[src/rtl/decode_stage.sv]
// picoMIPS instruction-decode stage: splits the instruction into opcode/imm/offset,
// widens imm (zero) and offset (sign), and carries it across a 2-entry skid buffer.

package cpu_pkg;
   parameter int I_WIDTH      = 12;
   parameter int OPCODE_WIDTH = 6;
endpackage

module decode_stage #(
   parameter int I_WIDTH      = cpu_pkg::I_WIDTH,
   parameter int OPCODE_WIDTH = cpu_pkg::OPCODE_WIDTH,
   parameter int IMM_W        = 3,
   parameter int OFF_W        = 3,
   parameter int DATA_W       = 8,
   parameter int CNT_W        = 16
) (
   input  logic                    clk,
   input  logic                    reset,
   input  logic                    flush,
   input  logic                    in_valid,
   output logic                    in_ready,
   input  logic [I_WIDTH-1:0]      in_instr,
   output logic                    out_valid,
   input  logic                    out_ready,
   output logic [OPCODE_WIDTH-1:0] out_opcode,
   output logic [DATA_W-1:0]       out_imm,
   output logic [DATA_W-1:0]       out_offset,
   output logic [I_WIDTH-1:0]      out_instr,
   output logic [CNT_W-1:0]        stall_cnt
);

   if (OPCODE_WIDTH + IMM_W + OFF_W != I_WIDTH) begin : g_bad_layout
      $error("decode_stage: OPCODE_WIDTH+IMM_W+OFF_W must equal I_WIDTH");
   end
   if (DATA_W < IMM_W || DATA_W < OFF_W) begin : g_bad_data_w
      $error("decode_stage: DATA_W must be at least max(IMM_W, OFF_W)");
   end

   // Handshake: a transfer happens on an edge where valid && ready are both high;
   // the producer holds its payload stable until that edge, ready never waits on valid.
   typedef enum logic [1:0] {
      EMPTY = 2'b00,
      ONE   = 2'b10,
      FULL  = 2'b11
   } state_t;

   typedef struct packed {
      logic [OPCODE_WIDTH-1:0] opcode;
      logic [DATA_W-1:0]       imm;
      logic [DATA_W-1:0]       offset;
      logic [I_WIDTH-1:0]      instr;
   } dec_t;

   state_t state, state_nxt;
   dec_t   dec_in, m_q, s_q;
   logic   in_xfer, out_xfer;
   logic   load_m, load_s, shift_s;

   always_comb begin
      dec_in.opcode = in_instr[I_WIDTH-1 -: OPCODE_WIDTH];
      dec_in.imm    = {{(DATA_W-IMM_W){1'b0}}, in_instr[OFF_W +: IMM_W]};
      dec_in.offset = {{(DATA_W-OFF_W){in_instr[OFF_W-1]}}, in_instr[OFF_W-1:0]};
      dec_in.instr  = in_instr;
   end

   assign out_valid = (state != EMPTY);
   assign in_xfer   = in_valid && in_ready && !flush;
   assign out_xfer  = out_valid && out_ready;

   always_comb begin
      state_nxt = state;
      load_m    = 1'b0;
      load_s    = 1'b0;
      shift_s   = 1'b0;
      case (state)
         EMPTY: begin
            if (in_xfer) begin
               load_m    = 1'b1;
               state_nxt = ONE;
            end
         end
         ONE: begin
            if (in_xfer && out_xfer) begin
               load_m = 1'b1;
            end else if (in_xfer) begin
               load_s    = 1'b1;
               state_nxt = FULL;
            end else if (out_xfer) begin
               state_nxt = EMPTY;
            end
         end
         FULL: begin
            if (out_xfer) begin
               shift_s   = 1'b1;
               state_nxt = ONE;
            end
         end
         default: state_nxt = EMPTY;
      endcase
      // Flush wins; a concurrent output transfer is still treated as consumed.
      if (flush) begin
         state_nxt = EMPTY;
         load_m    = 1'b0;
         load_s    = 1'b0;
         shift_s   = 1'b0;
      end
   end

   always_ff @(posedge clk or posedge reset) begin
      if (reset) begin
         state    <= EMPTY;
         in_ready <= 1'b1;
      end else begin
         state    <= state_nxt;
         in_ready <= (state_nxt != FULL);
      end
   end

   always_ff @(posedge clk or posedge reset) begin
      if (reset) begin
         m_q <= '0;
         s_q <= '0;
      end else begin
         if (load_m) begin
            m_q <= dec_in;
         end else if (shift_s) begin
            m_q <= s_q;
         end
         if (load_s) begin
            s_q <= dec_in;
         end
      end
   end

   always_ff @(posedge clk or posedge reset) begin
      if (reset) begin
         stall_cnt <= '0;
      end else if (out_valid && !out_ready && (stall_cnt != {CNT_W{1'b1}})) begin
         stall_cnt <= stall_cnt + 1'b1;
      end
   end

   assign out_opcode = m_q.opcode;
   assign out_imm    = m_q.imm;
   assign out_offset = m_q.offset;
   assign out_instr  = m_q.instr;

endmodule
[config.mk]
export PLATFORM = sky130hd
export DESIGN_NAME = decode_stage
export DESIGN_NICKNAME = d
export VERILOG_FILES = /design/src/rtl/decode_stage.sv
export SDC_FILE = /design/constraint.sdc
export NUM_CORES = 1
export LEC_CHECK = 0
export ABC_AREA = 1
export CORE_ASPECT_RATIO = 1.75
export CORE_MARGIN = 5
export CORE_UTILIZATION = 44
export CTS_BUF_LIST = sky130_fd_sc_hd__clkbuf_8
export CTS_CLUSTER_DIAMETER = 100
export DETAILED_ROUTE_END_ITERATION = 10
export PLACE_DENSITY = 0.77
export SETUP_SLACK_MARGIN = 0.5
export SLEW_MARGIN = 30
export SYNTH_ARGS = -nofsm -noshare
export SYNTH_HDL_FRONTEND = slang
export SYNTH_SLANG_ARGS = --single-unit
export TNS_END_PERCENT = 50
[constraint.sdc]
create_clock -name clk -period 1.37 [get_ports clk]
set_input_delay 0.3425 -clock clk [delete_from_list [all_inputs] [get_ports clk]]
set_output_delay 0.3425 -clock clk [all_outputs]
set_load 0.01 [all_outputs]
# Word level (Yosys, flattened, before mapping)
# Index checks and enable logic that the tools add are counted.
[word_totals]
input_bits = 17
elab_cells = 46
register_bits = 77
out_inout_bits = 52
[op_classes]
mux = 19
add_sub_neg = 1
n_reduce_logical = 11
eq_ne = 4
[op_table]
columns = ["cell", "n"]
rows = [
  ["34-bit two-way mux", 2],
  ["16-bit by 1-bit adder with 16-bit output (second input constant)", 1],
  ["16-bit != test (second input constant)", 1],
  ["2-bit two-way mux", 6],
  ["1-bit two-way mux", 9],
  ["1-bit logical AND", 6],
  ["2-bit one-hot mux with 3 select lines", 1],
  ["2-bit equality test (second input constant)", 2],
  ["2-bit nonzero test", 2],
  ["1-bit zero test", 2],
  ["2-bit zero test", 1],
  ["2-bit != test (second input constant)", 1],
  ["1-bit one-hot mux with 2 select lines", 1],
]

# Logic depth before layout (Yosys ltp)
[depth]
word_depth = 8
depth_mapped = 9
depth_no_buf = 8

# Worst setup path before layout
# No wires, ideal clock.
[synth_path]
path_type = "register to register"
start = "register stall_cnt[0]"
end = "register stall_cnt[0]"
stages_incl_launch_ff = 10
synth_period_minus_slack_ns = 1.602
arrival_ns = 1.485
n_path_buf = 1
path_slack_ns = -0.232
setup_ns = 0.116
required_ns = 1.254
cell_sequence = "dfrtp_1 > ha_1 > nand3_2 > clkinv_2 > nand2_4 > o21ai_4 > inv_4 > buf_6 > nand2_1 > nand2_1"
[synth_between]
elab_chain_len = 2
word_cells_on_any_way = 3
classes_between = "1 x add/sub; 1 x eq/ne; 1 x reduce/logical"
[synth_rtl]
columns = ["item", "line", "text"]
rows = [
  ["from (decl)", "29", "output logic [CNT_W-1:0] stall_cnt"],
  ["from (signal assigned)", "139", "stall_cnt <= stall_cnt + 1'b1;"],
  ["parallel branches: the longest is 2 deep, another holds 16-bit by 1-bit adder with 16-bit output", "-", ""],
]
# Several ways; the timed one is not identified.
# A chain may end at the register's enable or synchronous reset.

# Final worst setup path
[layout_path]
start = "register stall_cnt[0]"
end = "register stall_cnt[2]"
# The elaborated chain is that of the path after synthesis.

==> flow_metrics.tcl <==
set metrics [dict create \
    status "finished with violations" \
    violations "negative setup slack" \
    dieArea_sq_mm 0.00686 \
    fin_ws_ns -0.144 \
    final.min_clock_period_ns 1.51 \
    gp_congestion 0.811 \
    r2r-end "stall_cnt[2]" \
    end_kind "register" \
    pwr_density_cell_mw_per_mm2 1020 \
    viasPerCell 4.99 \
    fin_crit_sh 1.11 \
    cts_buffer_depth 2 \
    power_frac_seq 0.411 \
    avgSynthCellArea_sq_um 7.53 \
    ir_worst_vdd_mv 0.676 \
    design.core.area_sq_mm 0.00521 \
    synth_seq_cells 43 \
    start_kind "register" \
    cp_slowest_cell "dfrtp_2" \
    rsz0062_at_grt "true" \
    cts_sinks 43 \
    p_sw_w 0.00126 \
    grt_pass1_vias 2309 \
    clk_pin_slew_ns 0.09 \
    crit_start "stall_cnt[0]" \
    die_h_um 106 \
    total_power_w 0.00396 \
    synth.distinct_cells 23 \
    io_buffer_count 63 \
    hp-class "primary input to asynchronous set/reset pin" \
    wl_per_cell_um 14.9 \
    hold_viol 0 \
    grt_pass1_wl_mm 10.5 \
    place_area_sq_mm 0.00315 \
    cp_data_required_time_ns 1.55 \
    worstPathArrival_ns 1.70 \
    yosys-top-cells-area "dfrtp_1, nand2_1, buf_4" \
    dr.first_iter.drc_count 132 \
    vias 2435 \
    yosysSeqAreaShare 0.466 \
    fillers 359 \
    criticalPathCategory "register to register" \
    n_antenna_cell 0 \
    cpPeakStageDelay_ns 0.41 \
    die_width_um 64.8 \
    power_frac_comb 0.378 \
    crit_path_cell_trace "buf_6, ha_4, nand3_4, clkinv_4, nand2_4, o21ai_4, buf_4, buf_6, buf_6, nand2_4, o21ai_2" \
    synth_edf_count 0 \
    cts_tree "yes" \
    netlist_instances 307 \
    yosysTopAreaCell "dfrtp_1" \
    design_area_sq_mm 0.00389 \
    critPathMostFrequentCell "buf_6" \
    start_util 0.444 \
    num_rows 35 \
    place_inst 435 \
    yosysMostFrequentCell "nand2_1" \
    cp-endpoint "stall_cnt[2]" \
    ff2ff_setup_slack_ns -0.14 \
    p_int_w 0.00271 \
    instances_no_fill 488 \
    reg2reg_from "stall_cnt[0]" \
    dp_hpwl_mm 4.20 \
    ios 69 \
    cap_violations 0 \
    cts.root.buffer_cell "clkbuf_8" \
    setup_viol 43 \
    area_delta_synth_final_pct 68.5 \
    grt_overflow 0 \
    cts_hold_buf 0 \
    ys.flop_type "dfrtp_1" \
    final_nets 451 \
    cp_max_fo 4 \
    setup_tns_ns -3.66 \
    grt_antenna_before_repair 0 \
    routed_wl_mm 7.27 \
    ant_nets 0 \
    grt_usage 0.194 \
    synthArstFlopShare 1.00 \
    dr.pass1.iters 4 \
    finClkSkew_ns 0.0106 \
    drcViolationCount 0 \
    clock_latency_ns 0.30 \
    cts_buffers 5 \
    ys_warn_count 0 \
    syn_area_sq_mm 0.00231 \
    p_sw_frac 0.317 \
    drive_gt1_frac 0.404 \
    htree_levels 2 \
    power_frac_clock 0.211 \
    synth_common_cells "nand2_1, dfrtp_1, inv_1" \
    drv_slew 0 \
    grt_start_max_net_pins 44 \
    worst_r2r_path_depth 11 \
    p_leak_nw 2.00 \
    timing.fmax_ghz 0.660 \
    synth_top_area_frac 0.455 \
]
## worst min path at each step
stage,to,cells after the start,start,slack (ns)
finish,stall_cnt[7],3,reset,0.43
global placement,s_q[32],2,s_q[32],0.47
CTS,s_q[5],3,reset,0.45
detailed placement,out_offset[0],2,s_q[12],0.48
floorplan,out_instr[3],1,reset,0.34
global route,s_q[5],3,reset,0.46
## per-stage QoR
step / util / setup slack, ns / hold slack (ns)
6_report: 0.747 / -0.144 / 0.430
5_1_grt: 0.747 / -0.220 / 0.463
4_1_cts: 0.661 / -0.0920 / 0.451
3_5_place_dp: 0.604 / -0.308 / 0.477
3_3_place_gp: 0.604 / -0.265 / 0.467
2_1_floorplan: - / -0.0684 / 0.340
## repair_timing
item	CTS	global route
resized for setup	188	86
pin swaps	3	12
buffers inserted	25	17
cloned	0	4
endpoints found under the setup margin	90	90
## layer usage
metal / up-vias / share of wire / GRT usage
met3: 16 / 0.043 / 0.0307
li1: 1171 / - / -
met2: 86 / 0.59 / 0.355
met4: 0 / 0.027 / 0.0908
met5: - / 0 / 0
met1: 1162 / 0.34 / 0.211
## cell usage in the layout (no fill, tap or decap), drive strengths merged, types with 3 or more instances in the layout
cell           count
nand3             19
clkinv             3
clkbuf             9
dfrtp             42
dlygate4sd2       14
nand2            126
inv               30
o21ai             22
conb               5
buf              111
nor2              21
nand4              5
clkdlybuf4s50     15
xnor2              7
## power by group through the flow
| stage | clock network [W] | logic, W | registers [W] |
|---|---|---|---|
| 5_1_grt | 0.000897 | 0.00161 | 0.00166 |
| 3_3_place_gp | 0 | 0.00110 | 0.00164 |
| 4_1_cts | 0.000839 | 0.00121 | 0.00160 |
| 6_report | 0.000834 | 0.00150 | 0.00163 |
| 2_1_floorplan | 0 | 0.000501 | 0.00172 |
| 3_5_place_dp | 0 | 0.00113 | 0.00165 |
## critical path, delay by kind of cell, from the launching register on
| kind | cells | cell delay, ns |
|---|---|---|
| flops | 1 | 0.41 |
| buf+inv | 5 | 0.53 |
| fa+ha+maj | 1 | 0.16 |
| compound gates | 2 | 0.12 |
| simple gates | 3 | 0.19 |
## sequential cells by signal, summed over array words and instances, names as in the netlist
| name | cells |
|---|---|
| out_offset | 3 |
| stall_cnt | 16 |
| out_opcode | 6 |
| in_ready | 1 |
| out_instr | 3 |
| s_q | 12 |
| state | 2 |
## layout make-up
type	count	area, sq um	share of cell area
Clock buffer	6	82.6	0.0212
Clock inverter	1	5.00	0.00128
Inverter	32	134	0.0344
Multi-Input combinational cell	207	1080	0.277
Sequential cell	43	1080	0.278
Tap cell	55	68.8	0.0177
Timing Repair Buffer	143	1440	0.369
Timing Repair inverter	1	6.26	0.00161
## logic make-up (layout without fill, tap and decap cells)
group	after synthesis	after routing	synth area share
other	1	5	0.00162
xor gates and xnor gates	7	7	0.0265
adders and majority gates	1	1	0.00541
DFF	43	43	0.466
and+or+nand+nor	171	171	0.303
AOI/OAI and AO/OA	23	23	0.0547
buffers and inverters	61	183	0.143
Power figures use the tool's default switching activity.
